### src/rtl/hwag_sched_if.sv
// rtl/hwag_sched_if.sv - Run control, angle, config and output bundle for the HWAG channel scheduler
interface hwag_sched_if #(
   parameter int CH_NUM   = 8,
   parameter int ANGLE_W  = 24,
   parameter int CH_IDX_W = 3
) ();
   logic                ena;
   logic [ANGLE_W-1:0]  angle;
   logic                cfg_we;
   logic [CH_IDX_W:0]   cfg_addr;
   logic [ANGLE_W-1:0]  cfg_data;
   logic [CH_NUM-1:0]   ch_out;
   logic [CH_IDX_W-1:0] scan_idx;
   logic [CH_NUM-1:0]   evt_irq;

   modport master (
      output ena, angle, cfg_we, cfg_addr, cfg_data,
      input  ch_out, scan_idx, evt_irq
   );

   modport slave (
      input  ena, angle, cfg_we, cfg_addr, cfg_data,
      output ch_out, scan_idx, evt_irq
   );
endinterface

### src/rtl/hwag_channel_scheduler.sv
// rtl/hwag_channel_scheduler.sv - Round-robin angle comparator driving CH_NUM set/reset outputs
// Optional per-channel event pulses are built when HWAG_SCHED_EVT_IRQ_EN is defined.
module hwag_channel_scheduler #(
   parameter int CH_NUM   = 8,
   parameter int ANGLE_W  = 24,
   parameter int CH_IDX_W = 3
) (
   input  logic         clk,
   input  logic         rst,
   hwag_sched_if.slave  bus
);
   localparam logic [0:0]          S_IDLE      = 1'b0;
   localparam logic [0:0]          S_SCAN      = 1'b1;
   localparam logic [CH_IDX_W:0]   LP_CH_NUM   = (CH_IDX_W+1)'(CH_NUM);
   localparam logic [CH_IDX_W-1:0] LP_LAST_IDX = CH_IDX_W'(CH_NUM - 1);

   logic [0:0]          r_state;
   logic [ANGLE_W-1:0]  r_sh_set  [CH_NUM];
   logic [ANGLE_W-1:0]  r_sh_rst  [CH_NUM];
   logic [ANGLE_W-1:0]  r_act_set [CH_NUM];
   logic [ANGLE_W-1:0]  r_act_rst [CH_NUM];
   logic [ANGLE_W-1:0]  r_last    [CH_NUM];
   logic [ANGLE_W-1:0]  r_prev_angle;
   logic [CH_IDX_W-1:0] r_scan_idx;
   logic [CH_NUM-1:0]   r_ch_out;

   logic [ANGLE_W-1:0]  w_sh_set_nxt [CH_NUM];
   logic [ANGLE_W-1:0]  w_sh_rst_nxt [CH_NUM];
   logic [CH_IDX_W-1:0] w_wr_ch;
   logic                w_wr_ok;
   logic                w_scan_run;
   logic                w_wrap;
   logic                w_cross_set;
   logic                w_cross_rst;
   logic                w_next_bit;

   // Target T is crossed when it lies in (L, A], taking an angle wrap into account.
   function automatic logic f_cross(input logic [ANGLE_W-1:0] t,
                                    input logic [ANGLE_W-1:0] l,
                                    input logic [ANGLE_W-1:0] a);
      if (a > l)      return (t > l) && (t <= a);
      else if (a < l) return (t > l) || (t <= a);
      else            return 1'b0;
   endfunction

   assign w_wr_ch    = bus.cfg_addr[CH_IDX_W:1];
   assign w_wr_ok    = bus.cfg_we && ({1'b0, w_wr_ch} < LP_CH_NUM);
   assign w_scan_run = bus.ena && (r_state == S_SCAN);
   assign w_wrap     = bus.angle < r_prev_angle;

   // Shadow values including this cycle's write, so a write coinciding with a commit is taken.
   always_comb begin
      for (int i = 0; i < CH_NUM; i++) begin
         w_sh_set_nxt[i] = r_sh_set[i];
         w_sh_rst_nxt[i] = r_sh_rst[i];
      end
      if (w_wr_ok) begin
         if (bus.cfg_addr[0]) w_sh_rst_nxt[w_wr_ch] = bus.cfg_data;
         else                 w_sh_set_nxt[w_wr_ch] = bus.cfg_data;
      end
   end

   assign w_cross_rst = f_cross(r_act_rst[r_scan_idx], r_last[r_scan_idx], bus.angle);
   assign w_cross_set = f_cross(r_act_set[r_scan_idx], r_last[r_scan_idx], bus.angle);
   assign w_next_bit  = w_cross_rst ? 1'b0 : (w_cross_set ? 1'b1 : r_ch_out[r_scan_idx]);

   always_ff @(posedge clk or posedge rst) begin
      if (rst) begin
         r_state      <= S_IDLE;
         r_prev_angle <= '0;
         r_scan_idx   <= '0;
         r_ch_out     <= '0;
         for (int i = 0; i < CH_NUM; i++) begin
            r_sh_set[i]  <= '0;
            r_sh_rst[i]  <= '0;
            r_act_set[i] <= '0;
            r_act_rst[i] <= '0;
            r_last[i]    <= '0;
         end
      end else begin
         r_state      <= bus.ena ? S_SCAN : S_IDLE;
         r_prev_angle <= bus.angle;
         for (int i = 0; i < CH_NUM; i++) begin
            r_sh_set[i] <= w_sh_set_nxt[i];
            r_sh_rst[i] <= w_sh_rst_nxt[i];
         end
         if (!w_scan_run) begin
            r_ch_out   <= '0;
            r_scan_idx <= '0;
            for (int i = 0; i < CH_NUM; i++) begin
               r_act_set[i] <= w_sh_set_nxt[i];
               r_act_rst[i] <= w_sh_rst_nxt[i];
               r_last[i]    <= bus.angle;
            end
         end else begin
            r_ch_out[r_scan_idx] <= w_next_bit;
            r_last[r_scan_idx]   <= bus.angle;
            r_scan_idx <= (r_scan_idx == LP_LAST_IDX) ? '0 : r_scan_idx + CH_IDX_W'(1);
            if (w_wrap) begin
               for (int i = 0; i < CH_NUM; i++) begin
                  r_act_set[i] <= w_sh_set_nxt[i];
                  r_act_rst[i] <= w_sh_rst_nxt[i];
               end
            end
         end
      end
   end

   assign bus.ch_out   = r_ch_out;
   assign bus.scan_idx = r_scan_idx;

`ifdef HWAG_SCHED_EVT_IRQ_EN
   logic [CH_NUM-1:0] r_evt;

   always_ff @(posedge clk or posedge rst) begin
      if (rst) begin
         r_evt <= '0;
      end else begin
         r_evt <= '0;
         if (w_scan_run && (w_next_bit != r_ch_out[r_scan_idx]))
            r_evt[r_scan_idx] <= 1'b1;
      end
   end

   assign bus.evt_irq = r_evt;
`else
   assign bus.evt_irq = '0;
`endif
endmodule

### src/flat_wrapper.sv
// flat-port wrapper written by rule: the top's interface ports become plain ports
module hwag_channel_scheduler_flat 
#(
   parameter int CH_NUM   = 8,
   parameter int ANGLE_W  = 24,
   parameter int CH_IDX_W = 3
)
  (clk, rst, bus_ena, bus_angle, bus_cfg_we, bus_cfg_addr, bus_cfg_data, bus_ch_out, bus_scan_idx, bus_evt_irq);
  hwag_sched_if #(.CH_NUM(CH_NUM), .ANGLE_W(ANGLE_W), .CH_IDX_W(CH_IDX_W)) bus_i ();
  input  logic clk;
  input  logic rst;
  input wire logic [$bits(bus_i.ena)-1:0] bus_ena;
  input wire logic [$bits(bus_i.angle)-1:0] bus_angle;
  input wire logic [$bits(bus_i.cfg_we)-1:0] bus_cfg_we;
  input wire logic [$bits(bus_i.cfg_addr)-1:0] bus_cfg_addr;
  input wire logic [$bits(bus_i.cfg_data)-1:0] bus_cfg_data;
  output wire logic [$bits(bus_i.ch_out)-1:0] bus_ch_out;
  output wire logic [$bits(bus_i.scan_idx)-1:0] bus_scan_idx;
  output wire logic [$bits(bus_i.evt_irq)-1:0] bus_evt_irq;
  assign bus_i.ena = bus_ena;
  assign bus_i.angle = bus_angle;
  assign bus_i.cfg_we = bus_cfg_we;
  assign bus_i.cfg_addr = bus_cfg_addr;
  assign bus_i.cfg_data = bus_cfg_data;
  assign bus_ch_out = bus_i.ch_out;
  assign bus_scan_idx = bus_i.scan_idx;
  assign bus_evt_irq = bus_i.evt_irq;
  hwag_channel_scheduler #(.CH_NUM(CH_NUM), .ANGLE_W(ANGLE_W), .CH_IDX_W(CH_IDX_W)) u_core (.clk(clk), .rst(rst), .bus(bus_i));
endmodule
### config.mk
export PLATFORM = sky130hd
export DESIGN_NAME = hwag_channel_scheduler_flat
export DESIGN_NICKNAME = d
export VERILOG_FILES = /design/src/rtl/hwag_sched_if.sv /design/src/rtl/hwag_channel_scheduler.sv /design/src/flat_wrapper.sv
export SDC_FILE = /design/constraint.sdc
export NUM_CORES = 2
export LEC_CHECK = 0
export CAP_MARGIN = 0
export CORE_ASPECT_RATIO = 0.6
export CORE_MARGIN = 1
export CORE_UTILIZATION = 40
export DETAILED_ROUTE_END_ITERATION = 16
export HOLD_SLACK_MARGIN = 0.15
export PLACE_DENSITY_LB_ADDON = 0.15
export SLEW_MARGIN = 20
export SYNTH_ARGS = -nofsm -noshare
export SYNTH_HDL_FRONTEND = slang
export SYNTH_SLANG_ARGS = --single-unit
### constraint.sdc
create_clock -name clk -period 46 [get_ports clk]
set_input_delay 13.8 -clock clk [delete_from_list [all_inputs] [get_ports clk]]
set_output_delay 13.8 -clock clk [all_outputs]
set_load 0.03 [all_outputs]
==> metrics.md <==
| Metric | Value |
|---|---|
| Clock Power Share | 33.7% |
| # setup viols final | 0 |
| Proportion of synthesized chip area in sequential cells | 56.3% |
| Count of different cell masters after synthesis | 59 |
| Die W | 432 µm |
| Slew at the pin with the worst max-slew slack | 1.12 ns |
| Max-Cap Viols | 0 |
| Leading area contributor after synthesis | dfrtp_1 |
| Layout filler cell count | 9,695 |
| Post-cts sizing count | 0 |
| P per Cell Area | 48.4 nW/µm² |
| Post-route cell area | 49,200 µm² |
| Routed WL | 124 mm |
| Final setup skew | 0.0148 ns |
| Final min period | 18.39 ns |
| Setup TNS | 0 ns |
| Combinational cell fraction of total power | 18.6% |
| CP Data Required Time | 46.57 ns |
| Congestion Overflow GR | 0 |
| Fin. Hold Viols | 0 |
| First-pass GRT wire length | 187 mm |
| Clk sink count | 996 |
| Synthesized area | 44,300 µm² |
| Via count | 26.8k |
| Layout Area Growth over Synthesis | 11.2% |
| Clock slew at reported path FFs | 0.06 ns |
| DP Wirelength | 72.6 mm |
| RSZ-0062 raised after global routing | false |
| Syn Inst Count | 3,199 |
| Die area | 112,000 µm² |
| Max Transition Viols Final | 0 |
| Worst path slowest cell | buf_4 |
| Sw Ratio | 26.8% |
| EDFF count, synth | 0 |
| Achievable frequency | 54.4 MHz |
| Fraction of layout cells with a size suffix above 1 | 31.1% |
| Initial Util | 40.4% |
| Synth top area share | 56.3% |
| Worst hold path class | flop to flop |
| Fin crit share | 40.0% |
| YS warnings | 0 |
| CP Cell Sequence | clkdlybuf4s50_1, ha_1, a21o_1, a21o_1, a21oi_1, o21ai_1, a21oi_1, o41a_2, buf_12, buf_4, buf_4, mux2_2 |
| CTS root buf | clkbuf_16 |
| Top cells by area, synth | dfrtp_1, mux2_2, mux2_4, a22oi_1, ha_1 |
| TritonCTS clock tree | yes |
| Multi-input logic area | 17,900 µm² |
| Failing checks | design-rule violations |
| PortBufs | 66 |
| Yosys reg bits | 996 |
| Initial antenna violation count | 2 |
| WL/cell | 25.9 µm |
| Setup WS post-layout | 27.62 ns |
| Deepest clock path buffer count | 3 |
| # nets final | 3,403 |
| Ports | 75 |
| Leak Pwr | 22.2 nW |
| Die height | 260 µm |
| Core Region | 110,000 µm² |
| Mapped Avg Cell Area | 13.8 µm² |
| Critical Path AT | 18.96 ns |
| Status | complete, but fails checks |
| Worst setup path class | primary input to flop |
| Clock Latency Late Sink | 0.69 ns |
| Cts hold-fix bufs | 0 |
| Placed cell area | 46,000 µm² |
| Row cnt | 94 |
| Crit Path Max Fanout | 141 |
| Post-route DRC | 1 |
| ANT cells | 0 |
| TritonCTS Buffers | 92 |
| Register area | 24,900 µm² |
| Pint | 1.75 mW |
| Drt pass-1 iters | 11 |
| Clock H-tree levels | 3 |
| Global placement routability congestion | 0.863 |
| Async S/R FF share, synth | 100% |
| Number of routed nets with antenna violations | 0 |
| Drt initial violations | 2,127 |
| Vias/cell | 5.62 |
| Pre-CTS setup slack | 26.89 ns |
| Critical Path Start Type | primary input |
| Sequential Power Share | 47.7% |
| Post CTS Setup Buffer Count | 0 |
| NetSw | 0.638 mW |
| Worst vdd ir | 26.8 µV |
| Max incr delay on CP | 0.93 ns |
| Primary FF master, synth | dfrtp_1 |
| Worst Setup End Kind | flop |
| Vias in the first global route | 28.1k |
| Pin count of the biggest net entering global routing | 188 |
| Most frequent cells in the layout | dfrtp_1, mux2_2, mux2_4, a22oi_1, nand2_1 |
| Worst slew margin | 25.2% |
| GRT Overall Usage | 22.3% |
| Commonest non-fill, non-tap cell in the layout | dfrtp_1 |
-- layer usage --
layer | GRT usage, % | part of all wire [%] | up-vias | wire (µm)
li1 | - | - | 11661 | -
met1 | 32.8 | 49 | 14319 | 60100
met2 | 34.1 | 45 | 604 | 55200
met3 | 3.75 | 4.9 | 162 | 6010
met4 | 5.37 | 1.8 | 4 | 2240
met5 | 0 | 0.022 | - | 27
-- worst max-delay path: cells and delay by family --
kind	cells	cell delay, ns
buffers and inverters	4	2.87
AOI/OAI and AO/OA	6	1.40
muxes	1	0.43
adders and majority gates	1	0.32
-- synthesized netlist by cell type, types with 3 or more instances --
master,number
a21oi_1,51
a21o_1,15
a22o_1,24
and4_1,3
nor3b_1,4
nand3_1,20
buf_2,8
nor3_1,5
nor4_1,4
o21ai_0,183
buf_6,7
o22ai_1,3
a21boi_0,5
and3_1,25
inv_1,55
buf_4,10
clkbuf_1,142
nor2b_1,6
nand2_1,207
nand2b_1,9
a22oi_1,243
nand4_1,71
a211oi_1,6
buf_1,16
dfrtp_1,996
mux2_4,300
nor2_1,42
buf_12,33
ha_1,145
a221oi_1,25
o211ai_1,6
mux2_2,478
mux2_1,15
o31ai_1,7
-- power groups by stage --
stage	clock network (mW)	logic [mW]	registers [mW]
2_1_floorplan	0	0.335	1.13
3_3_place_gp	0	0.419	1.14
3_5_place_dp	0	0.441	1.15
4_1_cts	0.825	0.444	1.14
5_1_grt	0.859	0.483	1.16
6_report	0.805	0.444	1.14
-- per-stage QoR --
stage	std cells	hold WS, ns	power (mW)	utilization (%)
after floorplan	3206	0.450	1.47	-
after global placement	4594	0.461	1.56	41.9
after detailed placement	4595	0.471	1.59	42.0
after CTS	4760	0.484	2.41	44.8
after global routing	4761	0.497	2.50	44.9
final	4761	0.482	2.39	44.9
-- path summary, 6_finish.rpt --
path	to	depth (start not counted)	slack, ns	startpoint
worst max-delay path	u_core.r_act_rst[80]$_DFFE_PP0P_	12	27.62	bus_angle[1]
max in group asynchronous	u_core.r_sh_set[98]$_DFF_PP0_	6	28.38	rst
worst min register to register	u_core.r_last[89]$_DFFE_PP0P_	2	0.48	u_core.r_last[89]$_DFFE_PP0P_
worst max register to register	u_core.bus.ch_out[0]$_DFFE_PP0P_	16	39.87	u_core.bus.scan_idx[2]$_DFF_PP0_
min in group asynchronous	u_core.r_sh_rst[131]$_DFF_PP0_	2	13.62	rst
worst min-delay path	u_core.r_last[89]$_DFFE_PP0P_	2	0.48	u_core.r_last[89]$_DFFE_PP0P_
-- logic make-up after synthesis --
| kind of cell | synth area share (%) |
|---|---|
| buffers and inverters | 3.77 |
| AOI/OAI and AO/OA | 8.81 |
| muxes | 22.7 |
| DFF | 56.3 |
| and+or+nand+nor | 4.30 |
| other | 0.00847 |
| adders and majority gates | 4.10 |
-- flip-flops by register name (all words and copies together), names as in the netlist --
name	count
u_core.r_act_rst	192
u_core.r_act_set	192
u_core.r_last	192
u_core.r_sh_rst	192
u_core.r_sh_set	192
u_core.r_prev_angle	24
u_core.bus.ch_out	8
u_core.bus.scan_idx	3
u_core.r_state	1
-- area by class of cell --
| type | instances | share of cell area (%) |
|---|---|---|
| inverter | 55 | 0.435 |
| tap | 1488 | 3.78 |
| timing repair buffer | 119 | 2.37 |
| multi-input combinational | 1938 | 36.4 |
| sequential | 996 | 50.6 |
| clock buffer | 135 | 5.60 |
| clock inverter | 30 | 0.808 |
Power figures use the tool's default switching activity.
